$ cat src/rtl/freq_meas_pkg.sv
// freq_meas_pkg: shared prescaler encodings, terminal counts and synchroniser default for the frequency meter
package freq_meas_pkg;
    typedef enum logic [1:0] {
        DIV_1    = 2'b00,
        DIV_10   = 2'b01,
        DIV_100  = 2'b10,
        DIV_1000 = 2'b11
    } div_sel_e;
    localparam logic [9:0] TC_1 = 10'd0;
    localparam logic [9:0] TC_10 = 10'd9;
    localparam logic [9:0] TC_100 = 10'd99;
    localparam logic [9:0] TC_1000 = 10'd999;
    localparam int SYNC_STAGES_DEF = 2;
    function automatic logic [9:0] div_tc(input logic [1:0] sel);
        return sel == DIV_1 ? TC_1 : sel == DIV_10 ? TC_10 : sel == DIV_100 ? TC_100 : TC_1000;
    endfunction
endpackage

$ cat src/rtl/sig_input_conditioner_if.sv
// sig_input_conditioner_if: control/status bundle of the input conditioner
// edge_sel exists only when FREQ_EDGE_SEL_EN is defined
interface sig_input_conditioner_if;
    logic signal_in;
    logic filt_en;
    logic [1:0] div_sel;
    logic gate_restart;
    logic count_en;
    logic sig_sync;
    logic no_signal;
`ifdef FREQ_EDGE_SEL_EN
    logic edge_sel;
    modport master(output signal_in, filt_en, div_sel, gate_restart, edge_sel, input count_en, sig_sync, no_signal);
    modport slave(input signal_in, filt_en, div_sel, gate_restart, edge_sel, output count_en, sig_sync, no_signal);
`else
    modport master(output signal_in, filt_en, div_sel, gate_restart, input count_en, sig_sync, no_signal);
    modport slave(input signal_in, filt_en, div_sel, gate_restart, output count_en, sig_sync, no_signal);
`endif
endinterface

$ cat src/rtl/sig_glitch_filter.sv
// sig_glitch_filter: synchroniser chain followed by a consecutive-sample glitch filter
module sig_glitch_filter
    import freq_meas_pkg::*;
#(
    parameter int SYNC_STAGES = SYNC_STAGES_DEF,
    parameter int FILT_LEN = 4
) (
    input  logic fpga_clk,
    input  logic nreset,
    input  logic filt_en,
    input  logic d,
    output logic q
);
    localparam logic [3:0] LIM = 4'(FILT_LEN - 1);
    logic [SYNC_STAGES-1:0] s;
    logic [3:0] cnt;
    logic s_last;
    logic mis;
    logic flip;
    assign s_last = s[SYNC_STAGES-1];
    assign mis = s_last != q;
    assign flip = mis && cnt == LIM;
    // cnt tracks how long the synchronised level has disagreed with q
    always_ff @(posedge fpga_clk or negedge nreset) begin
        if (!nreset) begin
            s <= '0;
            cnt <= '0;
            q <= 1'b0;
        end else begin
            s <= {s[SYNC_STAGES-2:0], d};
            q <= (!filt_en || flip) ? s_last : q;
            cnt <= (filt_en && mis && !flip) ? cnt + 4'd1 : 4'd0;
        end
    end
endmodule

$ cat src/rtl/sig_input_conditioner.sv
// sig_input_conditioner: sync/filter, edge detect, decade prescaler and per-gate activity for the BCD counter
// FREQ_EDGE_SEL_EN adds edge_sel to count falling edges instead of rising ones
module sig_input_conditioner
    import freq_meas_pkg::*;
#(
    parameter int SYNC_STAGES = SYNC_STAGES_DEF,
    parameter int FILT_LEN = 4
) (
    input logic fpga_clk,
    input logic nreset,
    sig_input_conditioner_if.slave bus
);
    logic filt;
    logic filt_d;
    logic edge_det;
    logic chg;
    logic cen;
    logic act;
    logic nosig;
    logic [1:0] div_q;
    logic [9:0] pc;
    logic [9:0] base;
    logic [9:0] tc;
    logic hit;
    sig_glitch_filter #(.SYNC_STAGES(SYNC_STAGES), .FILT_LEN(FILT_LEN)) u_filt (
        .fpga_clk(fpga_clk),
        .nreset(nreset),
        .filt_en(bus.filt_en),
        .d(bus.signal_in),
        .q(filt)
    );
`ifdef FREQ_EDGE_SEL_EN
    logic sel_q;
    assign edge_det = sel_q ? (~filt & filt_d) : (filt & ~filt_d);
    assign chg = bus.div_sel != div_q || bus.edge_sel != sel_q;
    always_ff @(posedge fpga_clk or negedge nreset) begin
        if (!nreset) sel_q <= 1'b0;
        else sel_q <= bus.edge_sel;
    end
`else
    assign edge_det = filt & ~filt_d;
    assign chg = bus.div_sel != div_q;
`endif
    // a restart edge counts from zero so it becomes the first edge of the new gate
    assign tc = div_tc(div_q);
    assign base = bus.gate_restart ? 10'd0 : pc;
    assign hit = edge_det && base == tc;
    always_ff @(posedge fpga_clk or negedge nreset) begin
        if (!nreset) begin
            filt_d <= 1'b0;
            div_q <= DIV_1;
            pc <= '0;
            cen <= 1'b0;
            act <= 1'b0;
            nosig <= 1'b1;
        end else begin
            filt_d <= filt;
            div_q <= bus.div_sel;
            pc <= (chg || hit) ? 10'd0 : edge_det ? base + 10'd1 : base;
            cen <= !chg && hit;
            act <= bus.gate_restart ? edge_det : act | edge_det;
            nosig <= bus.gate_restart ? ~act : nosig;
        end
    end
    assign bus.count_en = cen;
    assign bus.sig_sync = filt;
    assign bus.no_signal = nosig;
endmodule

$ cat src/flat_wrapper.sv
// flat-port wrapper written by rule: the top's interface ports become plain ports
module sig_input_conditioner_flat import freq_meas_pkg::*;
#(
    parameter int SYNC_STAGES = SYNC_STAGES_DEF,
    parameter int FILT_LEN = 4
)
  (fpga_clk, nreset, bus_signal_in, bus_filt_en, bus_div_sel, bus_gate_restart, bus_count_en, bus_sig_sync, bus_no_signal);
  sig_input_conditioner_if bus_i ();
  input logic fpga_clk;
  input logic nreset;
  input wire logic [$bits(bus_i.signal_in)-1:0] bus_signal_in;
  input wire logic [$bits(bus_i.filt_en)-1:0] bus_filt_en;
  input wire logic [$bits(bus_i.div_sel)-1:0] bus_div_sel;
  input wire logic [$bits(bus_i.gate_restart)-1:0] bus_gate_restart;
  output wire logic [$bits(bus_i.count_en)-1:0] bus_count_en;
  output wire logic [$bits(bus_i.sig_sync)-1:0] bus_sig_sync;
  output wire logic [$bits(bus_i.no_signal)-1:0] bus_no_signal;
  assign bus_i.signal_in = bus_signal_in;
  assign bus_i.filt_en = bus_filt_en;
  assign bus_i.div_sel = bus_div_sel;
  assign bus_i.gate_restart = bus_gate_restart;
  assign bus_count_en = bus_i.count_en;
  assign bus_sig_sync = bus_i.sig_sync;
  assign bus_no_signal = bus_i.no_signal;
  sig_input_conditioner #(.SYNC_STAGES(SYNC_STAGES), .FILT_LEN(FILT_LEN)) u_core (.fpga_clk(fpga_clk), .nreset(nreset), .bus(bus_i));
endmodule
$ cat config.mk
export PLATFORM = sky130hd
export DESIGN_NAME = sig_input_conditioner_flat
export DESIGN_NICKNAME = d
export VERILOG_FILES = /design/src/rtl/freq_meas_pkg.sv /design/src/rtl/sig_input_conditioner_if.sv /design/src/rtl/sig_glitch_filter.sv /design/src/rtl/sig_input_conditioner.sv /design/src/flat_wrapper.sv
export SDC_FILE = /design/constraint.sdc
export NUM_CORES = 1
export LEC_CHECK = 0
export BUFFER_PORTS_ARGS = -buffer_cell sky130_fd_sc_hd__buf_2
export CORE_ASPECT_RATIO = 0.7
export CORE_UTILIZATION = 50
export CTS_BUF_LIST = sky130_fd_sc_hd__clkbuf_8
export CTS_CLUSTER_DIAMETER = 200
export CTS_CLUSTER_SIZE = 25
export DETAILED_ROUTE_END_ITERATION = 8
export MAX_ROUTING_LAYER = met4
export PLACE_DENSITY = 0.72
export SYNTH_ARGS = -nofsm -noshare
export SYNTH_HDL_FRONTEND = slang
export SYNTH_SLANG_ARGS = --single-unit
$ cat constraint.sdc
create_clock -name fpga_clk -period 2.2 [get_ports fpga_clk]
set_input_delay 0.22 -clock fpga_clk [delete_from_list [all_inputs] [get_ports fpga_clk]]
set_output_delay 0.22 -clock fpga_clk [all_outputs]
set_load 0.01 [all_outputs]
After elaboration in Yosys (flattened, before gate mapping). Cells that the tools add are included.

Bits in registers: 23. Bits in read-only memories: 0. Bits in writable memories: 0. Output and inout bits: 3. Bits in latches: 0. Memories kept: 0.

Equality and inequality tests: 6. Order comparisons: 0. Shift operators: 0. Bitwise gates (word level): 4. Add/sub/neg operators: 2. Divide/modulo/power cells: 0. Multipliers: 0. Multiplexer cells: 8. Reduce and logical (&&, ||, !) cells: 11.

Operators with widths (number): 2-to-1 mux 10 bit (6); adder 10 x 1 -> 10 bit (second input constant) (1); equality test 10 bit (1); logical AND 1 bit (5); adder 4 x 1 -> 4 bit (second input constant) (1); equality test 4 x 2 -> 1 bit (second input constant) (1); 2-to-1 mux 4 bit (1); logical NOT 1 bit (3); equality test 2 x 1 -> 1 bit (second input constant) (1); equality test 2 bit (second input constant) (1); logical NOT 2 bit (1); logical OR 1 bit (2); != test 2 bit (1); NOT 1 bit (2); AND 1 bit (1); 2-to-1 mux 1 bit (1); != test 1 bit (1); bitwise OR 1 bit (1).

Depth between registers and ports, before layout. Gate-level depths: netlist (run 1).

Depth in word-level cells: 8. Gate-level depth with buffers: 7. Gate-level depth less buffers: 7.

Cells and area by module. From an unflattened synthesis (run 1), not the netlist that was laid out.

Cell total of the unflattened synthesis: 110. Area, all modules: 1228.7 um2.

By module, submodules not included: sig_input_conditioner (area each 962.2 um2, sequential area each 401.6 um2, times used 1, cells each 89); sig_glitch_filter (area each 266.5 um2, sequential area each 175.2 um2, times used 1, cells each 21).

Worst setup path after synthesis (run 1). Ideal clock, no wire load.

Kind: reg-to-reg. From: reg u_core.pc[6]. To: reg u_core.pc[0]. Stages on the path, launching flop included: 5. Setup slack: 557 ps. Required time: 2053 ps. Data arrival time: 1496 ps. Clock period less this slack: 1643 ps. Path through: dfrtp_1 > nor3b_1 > a211o_1 > a2111oi_4 > a211oi_1.

Word-level cells in the longest chain between the ends: 5.

RTL lines: start: declaration (line sig_input_conditioner.sv:21) `logic [9:0] pc;`; start signal: assignment (line sig_input_conditioner.sv:59) `pc <= (chg || hit) ? 10'd0 : edge_det ? base + 10'd1 : base;`; 2-to-1 mux 10 bit (line sig_input_conditioner.sv:46) `assign base = bus.gate_restart ? 10'd0 : pc;`; equality test 10 bit (line sig_input_conditioner.sv:47) `assign hit = edge_det && base == tc;`; logical AND 1 bit (line sig_input_conditioner.sv:47); logical OR 1 bit (line sig_input_conditioner.sv:59); 2-to-1 mux 10 bit (line sig_input_conditioner.sv:59).

No other way between the ends. A chain may end at the register's enable or synchronous reset.

Worst setup path after layout (run 1).
From: reg u_core.div_q[1]. To: reg u_core.pc[3].

Word-level cells in the longest chain between the ends: 8. Elaborated cells between the ends (all ways): 11. Those cells by class: 4 x eq/ne; 4 x mux; 3 x reduce/logical.

RTL lines: start: declaration (line sig_input_conditioner.sv:20) `logic [1:0] div_q;`; start signal: assignment (line sig_input_conditioner.sv:58) `div_q <= bus.div_sel;`; equality test 2 bit (line freq_meas_pkg.sv:15) `return sel == DIV_1 ? TC_1 : sel == DIV_10 ? TC_10 : sel == DIV_100 ? TC_100 : TC_1000;`; 2-to-1 mux 10 bit (3 in series) (line freq_meas_pkg.sv:15); equality test 10 bit (line sig_input_conditioner.sv:47); logical AND 1 bit (line sig_input_conditioner.sv:47); logical OR 1 bit * (line sig_input_conditioner.sv:59); 2-to-1 mux 10 bit * (line sig_input_conditioner.sv:59).

Every way passes the cells marked *; elsewhere a longest branch is shown, timed or not.

==> results.md, run 1 <==
- Gr ovfl total: 0
- Number of global-route vias before repair: 887
- Peak Freq: 530 MHz
- CORE AREA: 2220 sq um
- Largest net degree at the start of global routing: 24
- Worst-Skew Late Latency: 260 ps
- Hold Path Stages: 1
- Synthesized area per cell: 10.6 sq um
- Clock sinks: 23
- CTS H-tree depth: 1
- Antenna Cells: 0
- Synth warnings: 0
- Worst Hold Launch: bus_signal_in
- Most common cell after layout, fill and taps aside: dfrtp_1
- WP data required: 2310 ps
- Critical Path Fanout Max: 10
- Total wire length: 2440 um
- Fin crit share: 85.7%
- PostCTS Resize Cnt: 0
- Worst R2R Start: u_core.div_q[1]$_DFF_PN0_
- DRT Pass-1 Iters: 4
- Synth Register Bits: 23
- Critical Path Start: u_core.div_q[1]$_DFF_PN0_
- Inserted Clock Buffers: 3
- Mapped cell area: 1220 sq um
- DR iter-0 viols: 19
- Gpl congestion: 0.812
- Most frequent cells in the layout: dfrtp_1, xnor2_1, a211oi_1, buf_2
- Final Non-Filler Cells: 158
- Pwr per Cell Area: 593 nW/um^2
- Fin crit period: 1890 ps
- Hold Fails Final Rpt: 0
- Setup TNS: 0 ps
- CP Capture Type: register
- Clk buf depth: 2
- Hold Path Class: input pin to register
- Cells after DPL: 153
- Die X: 61.1 um
- Nets: 136
- Status: finished, final reports clean
- Yosys cell types: 35
- I/O pins: 10
- Row count: 14
- Clock root buffer: clkbuf_8
- Post-synth EDFFs: 0
- Detailed-route DRC error count: 0
- Antenna violations before repair: 0
- Sequential share of the synthesized area: 47.1%
- Share of cells above drive strength 1: 14.3%
- Max-Cap Viols: 0
- Initial Utilization: 55.0%
- Synth Net Count: 124
- Crit path arrival time: 2000 ps
- Relative max-transition margin: 59.8%
- DRT antenna net count: 0
- CP Launch Type: register
- Via density: 5.72
- CTS clock-pin slew for the worst setup and hold paths: 80 ps
- Final setup vio count: 0
- PortBufs: 9
- Max Clock Skew: 4.72 ps
- Register-to-Register Path Depth: 4
- Critical path type: register to register
- Vias: 904
- WL/cell: 15.5 um
- First-pass GRT wire length: 4150 um
- Fill cell count: 210
- Most used DFF post-synth: dfrtp_1
- Die Height: 43.4 um
- Worst-Margin Slew: 603 ps
- Leak: 0.564 nW
- RSZ-0062 raised after global routing: false
- P&R area growth vs syn: 10.4%
- Post-synth ARST share: 100%
- Max-slew violations: 0
- VDD IR-drop max: 0.000356 V
- Synthesized netlist cell count: 115
- Die ar.: 2650 sq um
- CTS tree: yes
- Gr usage total: 22.9%
- Dpl hpwl: 1790 um
## flip-flops by register name, indices dropped and copies added (netlist names)
name and count:
u_core.pc 10, u_core.u_filt.cnt 4, u_core.div_q 2, u_core.u_filt.s 2
u_core.act 1, u_core.bus.count_en 1, u_core.bus.no_signal 1, u_core.filt_d 1
u_core.u_filt.q 1
## path summary, 6_finish.rpt
path / end / slack, ps
worst min register to register: u_core.u_filt.s[1]$_DFF_PN0_ / 360
worst max-delay path: u_core.pc[3]$_DFF_PN0_ / 310
max in group asynchronous: u_core.bus.no_signal$_DFFE_PN1P_ / 1400
worst min-delay path: u_core.u_filt.s[0]$_DFF_PN0_ / 60
min in group asynchronous: u_core.pc[2]$_DFF_PN0_ / 450
worst max register to register: u_core.pc[3]$_DFF_PN0_ / 310
## layer usage
metal	routed length, um	up-vias	GRT usage [%]
met3	105	4	6.27
met2	1110	21	34.3
met4	23	0	4.55
met1	1210	443	31.3
met5	0	-	-
li1	-	436	-
## what timing repair did
item / 4_1_cts / 5_1_grt
hold buffers: 1 / 0
setup buffers: 0 / 0
hold endpoints to repair: 22 / 0
## cell type report
| type | count | area (sq um) | share of cell area, % |
|---|---|---|---|
| Multi-Input combinational cell | 85 | 619 | 45.8 |
| Sequential cell | 23 | 577 | 42.7 |
| Timing Repair Buffer | 10 | 55.1 | 4.07 |
| Clock buffer | 3 | 41.3 | 3.06 |
| Tap cell | 32 | 40.0 | 2.96 |
| Inverter | 4 | 15.0 | 1.11 |
| Clock inverter | 1 | 3.75 | 0.278 |
## through the flow
step                      power, W  hold WS, ps  utilization [%]  setup WS (ps)  instance area (sq um)
after floorplan           0.000522        -75.6                -            557                   1220
after global placement    0.000554          212             58.3            381                   1300
after detailed placement  0.000558          219             58.3            314                   1300
after CTS                 0.000812         55.4             60.7            313                   1350
after global routing      0.000844         47.1             60.7            201                   1350
final                     0.000801         63.5             60.7            315                   1350
## Yosys cell counts, drive strengths merged (3+ instances only)
cell type / n / area (sq um)
dfrtp: 22 / 551
a211oi: 9 / 67.6
nand2b: 9 / 63.8
xnor2: 9 / 78.8
nor2: 8 / 30.0
and3b: 4 / 35.0
inv: 4 / 15.0
o21ai: 4 / 20.0
xor2: 4 / 35.0
nand2: 3 / 11.3
nand3: 3 / 15.0
nand4: 3 / 18.8
nor3: 3 / 15.0
## power breakdown
part	total [W]	switching, W	leakage (nW)	internal (W)
sequential	0.000460	0.0000161	0.301	0.000444
combinational	0.0000896	0.0000521	0.236	0.0000375
clock	0.000251	0.000126	0.0269	0.000124
## kinds of logic after synthesis
kind of cell / Yosys count / synth area share, %
compound gates: 23 / 14.5
mux: 2 / 1.84
buf+inv: 7 / 2.25
xor+xnor: 13 / 9.30
simple gates: 45 / 22.9
flops: 23 / 47.1
fa+ha+maj: 2 / 2.04
## worst max-delay path, stage by stage (launching register included)
cell and delay, ps:
dfrtp_1 490, nor3b_1 260, o21ai_0 190, a2111oi_4 610, a211oi_1 180
(Power assumes the default switching activity.)
==> inputs of run 2 (changes only) <==
--- a/config.mk
+++ b/config.mk
@@ -13,7 +13,7 @@
 export CTS_CLUSTER_SIZE = 25
 export DETAILED_ROUTE_END_ITERATION = 8
 export MAX_ROUTING_LAYER = met4
-export PLACE_DENSITY = 0.72
+export PLACE_DENSITY = 0.78
 export SYNTH_ARGS = -nofsm -noshare
 export SYNTH_HDL_FRONTEND = slang
 export SYNTH_SLANG_ARGS = --single-unit
==> results.md, run 2 (same netlist as run 1, synthesis figures left out) <==
- Nets: 136
- Peak Freq: 528 MHz
- Register-to-Register Path Depth: 4
- Max-slew violations: 0
- CTS clock-pin slew for the worst setup and hold paths: 80 ps
- Setup TNS: 0 ps
- Row count: 14
- Largest register FFs: 10
- Crit path arrival time: 2010 ps
- Critical Path Fanout Max: 10
- Max Clock Skew: 6.43 ps
- CP Launch Type: register
- Vias: 897
- PortBufs: 9
- Routed wl met3: 151 um
- CP max stage cell: a2111oi_4
- Met2 WL post-DR: 1120 um
- Die ar.: 2650 sq um
- Most frequent cells in the layout: dfrtp_1, xnor2_1, a211oi_1, buf_2
- Clock sinks: 23
- First-pass GRT wire length: 4040 um
- DP Worst Slack: 341 ps
- Gpl congestion: 0.916
- P&R area growth vs syn: 10.5%
- Worst setup margin: 305 ps
- Inserted Clock Buffers: 3
- Leak: 0.563 nW
- Die X: 61.1 um
- Status: finished, final reports clean
- Fill cell count: 210
- Largest net degree at the start of global routing: 24
- CTS tree: yes
- Via density: 5.68
- DRT antenna net count: 0
- Fin crit share: 86.1%
- Top reg by flops: u_core.pc
- Clk buf depth: 2
- Detailed-route DRC error count: 0
- Share of cells above drive strength 1: 15.1%
- CTS Hold Bufs: 1
- Initial Utilization: 55.0%
- Flop2flop setup slack: 300 ps
- Antenna violations before repair: 0
- Most common cell after layout, fill and taps aside: dfrtp_1
- Critical path type: register to register
- DR iter-0 viols: 33
- Gr ovfl total: 0
- Final setup vio count: 0
- WL/cell: 15.0 um
- WL met1: 1090 um
- Hold Path Stages: 1
- Worst-Margin Slew: 620 ps
- Post-CTS Repair Setup Buffers: 0
- CORE AREA: 2220 sq um
- Die Height: 43.4 um
- CP Capture Type: register
- VDD IR-drop max: 0.000299 V
- Relative max-transition margin: 58.7%
- RSZ-0062 raised after global routing: false
- Hold Fails Final Rpt: 0
- Pwr per Cell Area: 594 nW/um^2
- Max-Cap Viols: 0
- Crit-path cells: nor3b_1 -> a211o_1 -> a2111oi_4 -> a211oi_1
- CTS H-tree depth: 1
- Worst-Skew Late Latency: 260 ps
- Number of global-route vias before repair: 905
- Clock root buffer: clkbuf_8
- Antenna Cells: 0
- Dpl hpwl: 1730 um
- Largest regs: u_core.pc: 10 flops, u_core.u_filt.cnt: 4 flops
- DRT Pass-1 Iters: 4
- Max Used Layer: met4
- PostCTS Resize Cnt: 0
- I/O pins: 10
- WP data required: 2320 ps
- Slowest stage delay, CP: 620 ps
- Gr usage total: 22.4%
- Fin crit period: 1900 ps
- Hold Path Class: input pin to register
- Total wire length: 2370 um
-- run 2: per-layer routing --
| metal | up-vias | track usage [%] |
|---|---|---|
| li1 | 431 | - |
| met1 | 434 | 29.7 |
| met2 | 29 | 33.5 |
| met3 | 3 | 7.16 |
| met4 | 0 | 5.45 |
| met5 | - | - |
-- run 2: cell type report --
cell class	instances	area (sq um)	share of cell area, %
Timing Repair Buffer	10	55.1	4.07
Clock buffer	3	41.3	3.05
Multi-Input combinational cell	85	619	45.8
Clock inverter	1	5.00	0.370
Tap cell	32	40.0	2.96
Sequential cell	23	577	42.6
Inverter	4	15.0	1.11
-- run 2: power by group --
part | switching [W] | internal, W | leakage, nW
Clock | 0.000128 | 0.000126 | 0.0255
Sequential | 0.0000167 | 0.000444 | 0.301
Combinational | 0.0000507 | 0.0000374 | 0.236
Total | 0.000196 | 0.000608 | 0.563
-- run 2: through the flow --
stage | total power, W | hold slack, ps | util, % | cells | cell area, sq um
floorplan | 0.000522 | -75.6 | - | 115 | 1220
global placement | 0.000553 | 210 | 58.3 | 153 | 1300
CTS | 0.000816 | 54.8 | 60.8 | 158 | 1350
global route | 0.000848 | 55.9 | 60.8 | 158 | 1350
detailed placement | 0.000558 | 220 | 58.3 | 153 | 1300
finish | 0.000804 | 62.2 | 60.8 | 158 | 1350
-- run 2: final timing paths --
path / end / startpoint
worst max-delay path: u_core.pc[1]$_DFF_PN0_ / u_core.pc[6]$_DFF_PN0_
worst min-delay path: u_core.u_filt.s[0]$_DFF_PN0_ / bus_signal_in
worst max register to register: u_core.pc[1]$_DFF_PN0_ / u_core.pc[6]$_DFF_PN0_
worst min register to register: u_core.u_filt.s[1]$_DFF_PN0_ / u_core.u_filt.s[0]$_DFF_PN0_
max in group asynchronous: u_core.bus.no_signal$_DFFE_PN1P_ / nreset
min in group asynchronous: u_core.u_filt.cnt[3]$_DFF_PN0_ / nreset
-- run 2: worst max-delay path: cells and delay by family (launching register included) --
kind	cells	cell delay, ps
compound gates	3	1100
flops	1	460
simple gates	1	180
